`config.mk`:
```
export PLATFORM = sky130hd
export DESIGN_NAME = arb_cycle_extractor
export DESIGN_NICKNAME = d
export VERILOG_FILES = /design/src/rtl/arb_cycle_extractor.sv
export SDC_FILE = /design/constraint.sdc
export NUM_CORES = 1
export LEC_CHECK = 0
export CELL_PAD_IN_SITES_DETAIL_PLACEMENT = 1
export CELL_PAD_IN_SITES_GLOBAL_PLACEMENT = 2
export CORE_MARGIN = 8
export CORE_UTILIZATION = 29
export CTS_CLUSTER_DIAMETER = 40
export DETAILED_ROUTE_END_ITERATION = 7
export PLACE_DENSITY_LB_ADDON = 0.1
export REMOVE_ABC_BUFFERS = 1
export SYNTH_ARGS = -nofsm -noshare
export SYNTH_HDL_FRONTEND = slang
export SYNTH_SLANG_ARGS = --single-unit
```
`constraint.sdc`:
```
create_clock -name clk -period 16.5 [get_ports clk]
set_clock_uncertainty 0.2 [all_clocks]
set_input_delay 2.475 -clock clk [delete_from_list [all_inputs] [get_ports clk]]
set_output_delay 2.475 -clock clk [all_outputs]
set_load 0.02 [all_outputs]
```
`src/rtl/arb_cycle_extractor.sv`:
```
// Negative-cycle detector and cycle tracer that runs after the Bellman-Ford relaxation stage.
// Optional feature macro: CYCLE_PROFIT_EN (adds the cycle_weight accumulator and port).
module arb_cycle_extractor #(
    parameter int                    NODES    = 4,
    parameter int                    PRED_W   = 8,
    parameter int                    WEIGHT_W = 32,
    parameter logic [WEIGHT_W-1:0]   INF      = 32'h777fffff
) (
    input  logic                          clk,
    input  logic                          cycle_reset,
    input  logic                          start,
    output logic [PRED_W-1:0]             vertmat_addr_a,
    output logic [PRED_W-1:0]             vertmat_addr_b,
    input  logic [PRED_W+WEIGHT_W-1:0]    vertmat_q_a,
    input  logic [PRED_W+WEIGHT_W-1:0]    vertmat_q_b,
    output logic [PRED_W-1:0]             adjmat_row_addr,
    output logic [PRED_W-1:0]             adjmat_col_addr,
    input  logic [WEIGHT_W-1:0]           adjmat_q,
    output logic [PRED_W-1:0]             out_vertex,
    output logic                          out_valid,
    input  logic                          out_ready,
    output logic                          out_last,
    output logic                          cycle_found,
    output logic [PRED_W:0]               cycle_len,
    output logic                          error,
    output logic                          done
`ifdef CYCLE_PROFIT_EN
    ,
    output logic signed [WEIGHT_W+PRED_W-1:0] cycle_weight
`endif
);

    localparam int VW = PRED_W + WEIGHT_W;
    localparam int LW = PRED_W + 1;
    localparam logic [PRED_W-1:0] LAST_IDX = PRED_W'(NODES - 1);
    localparam logic [LW-1:0]     NODES_LW = LW'(NODES);

    typedef enum logic [3:0] {
        S_IDLE,
        S_SCAN_RD,
        S_SCAN_CHK,
        S_WALK_RD,
        S_WALK_LAT,
        S_TRACE_RD,
        S_TRACE_EMIT,
        S_DONE
`ifdef CYCLE_PROFIT_EN
        ,
        S_PROFIT_ACC
`endif
    } state_t;

    state_t              state_q, state_d;
    logic [PRED_W-1:0]   i_q, i_d;
    logic [PRED_W-1:0]   j_q, j_d;
    logic [PRED_W-1:0]   v_q, v_d;
    logic [PRED_W-1:0]   s_q, s_d;
    logic [LW-1:0]       walk_q, walk_d;
    logic [LW-1:0]       cycle_len_q, cycle_len_d;
    logic                cycle_found_q, cycle_found_d;
    logic                error_q, error_d;
`ifdef CYCLE_PROFIT_EN
    logic signed [WEIGHT_W+PRED_W-1:0] weight_q, weight_d;
    logic                              last_q, last_d;
`endif

    logic [PRED_W-1:0]          pred_b;
    logic [WEIGHT_W-1:0]        svw, dvw, edge_w;
    logic signed [WEIGHT_W:0]   relax_sum, dvw_ext;
    logic                       relaxes;
    logic                       unused_pred_a;

    // The predecessor field of port A is never needed; only its distance is.
    assign unused_pred_a = ^vertmat_q_a[VW-1:WEIGHT_W];

    assign pred_b  = vertmat_q_b[VW-1:WEIGHT_W];
    assign svw     = vertmat_q_a[WEIGHT_W-1:0];
    assign dvw     = vertmat_q_b[WEIGHT_W-1:0];
    assign edge_w  = adjmat_q;

    // One extra bit of headroom keeps svw+e from wrapping into a false relaxation.
    always_comb begin
        relax_sum = {svw[WEIGHT_W-1], svw} + {edge_w[WEIGHT_W-1], edge_w};
        dvw_ext   = {dvw[WEIGHT_W-1], dvw};
        relaxes   = (edge_w != '0) && (svw != INF) && (i_q != j_q) && (relax_sum < dvw_ext);
    end

    always_comb begin
        state_d         = state_q;
        i_d             = i_q;
        j_d             = j_q;
        v_d             = v_q;
        s_d             = s_q;
        walk_d          = walk_q;
        cycle_len_d     = cycle_len_q;
        cycle_found_d   = cycle_found_q;
        error_d         = error_q;
`ifdef CYCLE_PROFIT_EN
        weight_d        = weight_q;
        last_d          = last_q;
`endif
        vertmat_addr_a  = '0;
        vertmat_addr_b  = '0;
        adjmat_row_addr = '0;
        adjmat_col_addr = '0;
        out_vertex      = '0;
        out_valid       = 1'b0;
        out_last        = 1'b0;

        case (state_q)
            S_IDLE, S_DONE: begin
                if (start) begin
                    state_d       = S_SCAN_RD;
                    i_d           = '0;
                    j_d           = '0;
                    cycle_found_d = 1'b0;
                    error_d       = 1'b0;
                    cycle_len_d   = '0;
`ifdef CYCLE_PROFIT_EN
                    weight_d      = '0;
`endif
                end
            end

            S_SCAN_RD: begin
                vertmat_addr_a  = i_q;
                vertmat_addr_b  = j_q;
                adjmat_row_addr = i_q;
                adjmat_col_addr = j_q;
                state_d         = S_SCAN_CHK;
            end

            S_SCAN_CHK: begin
                if (relaxes) begin
                    v_d           = j_q;
                    cycle_found_d = 1'b1;
                    walk_d        = '0;
                    state_d       = S_WALK_RD;
                end else if (i_q == LAST_IDX && j_q == LAST_IDX) begin
                    state_d = S_DONE;
                end else begin
                    if (j_q == LAST_IDX) begin
                        j_d = '0;
                        i_d = i_q + PRED_W'(1);
                    end else begin
                        j_d = j_q + PRED_W'(1);
                    end
                    state_d = S_SCAN_RD;
                end
            end

            S_WALK_RD: begin
                vertmat_addr_b = v_q;
                state_d        = S_WALK_LAT;
            end

            // NODES predecessor hops from any vertex are enough to land on the cycle itself.
            S_WALK_LAT: begin
                v_d    = pred_b;
                walk_d = walk_q + LW'(1);
                if (walk_q == NODES_LW - LW'(1)) begin
                    s_d     = pred_b;
                    state_d = S_TRACE_RD;
                end else begin
                    state_d = S_WALK_RD;
                end
            end

            S_TRACE_RD: begin
                vertmat_addr_b = v_q;
                state_d        = S_TRACE_EMIT;
            end

            // Address stays on v so pred_b, and therefore out_last, hold steady through a stall.
            S_TRACE_EMIT: begin
                vertmat_addr_b = v_q;
                if (cycle_len_q >= NODES_LW) begin
                    error_d = 1'b1;
                    state_d = S_DONE;
                end else begin
                    out_vertex = v_q;
                    out_valid  = 1'b1;
                    out_last   = (pred_b == s_q);
`ifdef CYCLE_PROFIT_EN
                    adjmat_row_addr = pred_b;
                    adjmat_col_addr = v_q;
`endif
                    if (out_ready) begin
                        cycle_len_d = cycle_len_q + LW'(1);
                        v_d         = pred_b;
`ifdef CYCLE_PROFIT_EN
                        last_d      = out_last;
                        state_d     = S_PROFIT_ACC;
`else
                        state_d     = out_last ? S_DONE : S_TRACE_RD;
`endif
                    end
                end
            end

`ifdef CYCLE_PROFIT_EN
            S_PROFIT_ACC: begin
                weight_d = weight_q + {{PRED_W{adjmat_q[WEIGHT_W-1]}}, adjmat_q};
                state_d  = last_q ? S_DONE : S_TRACE_RD;
            end
`endif

            default: state_d = S_IDLE;
        endcase
    end

    always_ff @(posedge clk) begin
        if (cycle_reset) begin
            state_q       <= S_IDLE;
            i_q           <= '0;
            j_q           <= '0;
            v_q           <= '0;
            s_q           <= '0;
            walk_q        <= '0;
            cycle_len_q   <= '0;
            cycle_found_q <= 1'b0;
            error_q       <= 1'b0;
`ifdef CYCLE_PROFIT_EN
            weight_q      <= '0;
            last_q        <= 1'b0;
`endif
        end else begin
            state_q       <= state_d;
            i_q           <= i_d;
            j_q           <= j_d;
            v_q           <= v_d;
            s_q           <= s_d;
            walk_q        <= walk_d;
            cycle_len_q   <= cycle_len_d;
            cycle_found_q <= cycle_found_d;
            error_q       <= error_d;
`ifdef CYCLE_PROFIT_EN
            weight_q      <= weight_d;
            last_q        <= last_d;
`endif
        end
    end

    assign cycle_found = cycle_found_q;
    assign cycle_len   = cycle_len_q;
    assign error       = error_q;
    assign done        = (state_q == S_DONE);
`ifdef CYCLE_PROFIT_EN
    assign cycle_weight = weight_q;
`endif

endmodule

```
==> summary.md <==
| Metric | Value |
|---|---|
| Antenna diodes | 0 |
| Slew of the pin with the lowest slew margin | 0.998 ns |
| Hpwl dp | 17,300 µm |
| First-pass GRT wire length | 33,200 µm |
| Synthesized area | 0.00577 mm² |
| Hold Path Depth | 1 |
| GRT Util Overall | 0.165 |
| Final antenna-violating net count | 0 |
| Fin Setup TNS | 0 ns |
| Die W | 157 µm |
| CP endpoint | i_q[7] |
| DR WL/cell | 17.7 µm |
| Final wirelength | 20,600 µm |
| GRT overflow | 0 |
| Critical Path AT | 8.33 ns |
| Fin Hold WS | 0.291 ns |
| PortBufs | 161 |
| CP Depth | 22 |
| Critical path peak fanout | 6 |
| Slew Limit Headroom | 0.332 |
| CTS H-Tree Depth | 2 |
| Synth Flop Type | dfxtp_1 |
| Fraction of layout cells with a size suffix above 1 | 0.0223 |
| Initial Util | 0.296 |
| Setup repair bufs after CTS | 0 |
| Commonest cells post-synth | nor2_1, ha_1, dfxtp_1, nand2_1, a21oi_1 |
| Initial antenna violation count | 0 |
| Startpoint Class | primary input |
| Req. time, crit path | 16.51 ns |
| Full die area | 0.0247 mm² |
| TritonCTS clock tree | done |
| Fin crit share | 0.504 |
| Start point of the critical path | vertmat_q_a[0] |
| R2r setup slk | 13.43 ns |
| Clock buffer depth | 2 |
| Cell variety after synth | 70 |
| Syn Area/Cell | 7.58 µm² |
| P&R area growth vs syn | 33.3% |
| Clk Tree Root Cell | clkbuf_16 |
| Comb power frac | 0.400 |
| Pwr dens | 52.5 mW/mm² |
| Max-cap violations | 0 |
| Max-slew violations | 0 |
| Seq cells post-synth | 55 |
| Status | finished clean |
| Switching share of power | 0.335 |
| Switching Power | 135 µW |
| Routability Congestion | 0.824 |
| Post-synth EDFFs | 0 |
| Hold Buf Count CTS | 0 |
| Reg2reg start | state_q[2] |
| R2R cell count | 9 |
| Cell breakdown of the critical path | clkdlybuf4s50_1, ha_1, inv_1, fa_1, nor2b_1, o21ai_1, a21boi_1, o21ai_1, o221ai_1, a41o_1, a211o_1, a21o_1, a21oi_1, ha_1, nand4_1, nor4_2, a221oi_2, o211ai_1, a31oi_4, mux2i_1, or4_1, o31ai_2 |
| Total number of yosys warnings | 0 |
| Internal power | 269 µW |
| Most numerous cell in the Yosys netlist | nor2_1 |
| Minimum clock period | 8.32 ns |
| P_leak | 0.00344 µW |
| Endpoints failing hold | 0 |
| DR iter-0 viols | 230 |
| Fillers | 2,397 |
| Classification of the worst-slack hold path | reg -> reg |
| Worst VDD drop | 0.0390 mV |
| Worst r2r dst | cycle_len[5] |
| TritonRoute pass-1 iters | 4 |
| Row cnt | 51 |
| Setup violators final | 0 |
| Top cells by area, synth | dfxtp_1, ha_1, a21o_1, nor2_1, a21oi_1 |
| Worst skew pair latency | 0.30 ns |
| Largest area contributor in the netlist | dfxtp_1 |
| Ports | 170 |
| WP buf/inv | 2 |
| DRC Markers | 0 |
| Post-synthesis sequential area ratio | 0.191 |
| Total core area | 0.0195 mm² |
| Max Fclk | 0.120 GHz |
| Worst-path clk slew | 0.07 ns |
| CP Class | in -> reg |
| Synth top area share | 0.191 |
| CP delay by family, top | compound AO/OA/AOI/OAI gates |
| DIE HEIGHT | 157 µm |
| Clock power share | 0.265 |
| Via count | 6,118 |
| Via/cell ratio | 5.27 |
| Crit. End Element | flip-flop |
| Reg power frac | 0.335 |
| Nets | 1,081 |
| Clk sinks | 55 |
| Largest net degree at the start of global routing | 32 |
| Cts bufs inserted | 5 |
| RSZ-0062 raised after global routing | no |
| Worst stage delay on the critical path | 0.74 ns |
| Gate count after technology mapping | 762 |
| Resized Gates After CTS | 0 |
| Vias in the first global route | 6,561 |
| Async set-reset flop share out of synthesis | 0 |
| Worst path slowest cell | or4_1 |
[power groups by stage]
| stage | clock network (µW) | logic, µW | registers [µW] |
|---|---|---|---|
| after floorplan | 0 | 101 | 138 |
| after global placement | 0 | 158 | 138 |
| after detailed placement | 0 | 163 | 138 |
| after CTS | 110 | 164 | 135 |
| after global routing | 115 | 182 | 135 |
| final | 107 | 162 | 135 |
[final cells by class]
type,instances,area (µm²),area share
timing repair buffer,163,1630,0.211
clock buffer,7,133,0.0172
multi-input combinational,622,4320,0.561
clock inverter,1,5.00,0.000650
inverter,48,180,0.0234
tap,265,332,0.0431
sequential,55,1100,0.143
[routing by layer]
| metal | GRT usage | up-vias | wire, µm |
|---|---|---|---|
| met5 | 0 | - | 0 |
| met4 | 0.0231 | 0 | 120 |
| met3 | 0.0285 | 9 | 949 |
| met2 | 0.312 | 121 | 10400 |
| met1 | 0.193 | 2932 | 9160 |
| li1 | - | 3056 | - |
[through the flow]
stage / utilization / total power, µW / std cells / worst slack [ns] / cell area [µm²]
finish: 0.394 / 404 / 1161 / 8.18 / 7700
global placement: 0.387 / 296 / 1153 / 7.92 / 7560
floorplan: - / 239 / 725 / 9.26 / 5600
detailed placement: 0.387 / 301 / 1153 / 7.84 / 7560
CTS: 0.394 / 409 / 1161 / 8.11 / 7700
global route: 0.394 / 433 / 1161 / 7.73 / 7700
[layout by cell type (no fill, tap or decap), types with 3 or more instances in the layout]
cell type and instances:
a211oi_1 6, a21o_1 42, a21oi_1 49, a311oi_1 4, a31oi_1 14, a32oi_1 4, and2_1 28, and3_1 8
clkbuf_16 5, clkdlybuf4s50_1 161, dfxtp_1 55, ha_1 69, inv_1 48, mux2i_1 18, nand2_1 55, nand2b_1 10
nand3_1 19, nand4_1 18, nand4b_1 3, nor2_1 70, nor2b_1 10, nor3_1 17, nor4_1 19, o211ai_1 9
o21a_1 3, o21ai_0 26, o21ai_1 15, o311a_1 8, o31ai_2 3, or2_2 5, or4_1 5, xnor2_1 18
xor2_1 24
[sequential cells by signal, summed over array words and instances (netlist names)]
name,cells
v_q,8
cycle_len,9
j_q,8
state_q,3
walk_q,9
cycle_found,1
i_q,8
error,1
s_q,8
[cells by family (layout without fill, tap and decap cells)]
logic type / after synthesis / after routing / synth area share
AND/OR/NAND/NOR: 278 / 278 / 0.246
flip-flops: 55 / 55 / 0.191
AO/OA/AOI/OAI: 213 / 213 / 0.252
adder cells (fa/ha/maj): 70 / 70 / 0.153
XOR/XNOR: 42 / 42 / 0.0637
multiplexers: 19 / 19 / 0.0332
buffers and inverters: 85 / 219 / 0.0609
[how the worst min path moves through the flow]
| stage | start | end | slack, ns |
|---|---|---|---|
| 5_1_grt | walk_q[8] | walk_q[8] | 0.31 |
| 6_report | walk_q[8] | walk_q[8] | 0.29 |
| 4_1_cts | walk_q[8] | walk_q[8] | 0.30 |
| 3_5_place_dp | error | error | 0.28 |
| 2_1_floorplan | walk_q[8] | walk_q[8] | 0.24 |
| 3_3_place_gp | cycle_found | cycle_found | 0.26 |
(Power assumes the default switching activity.)
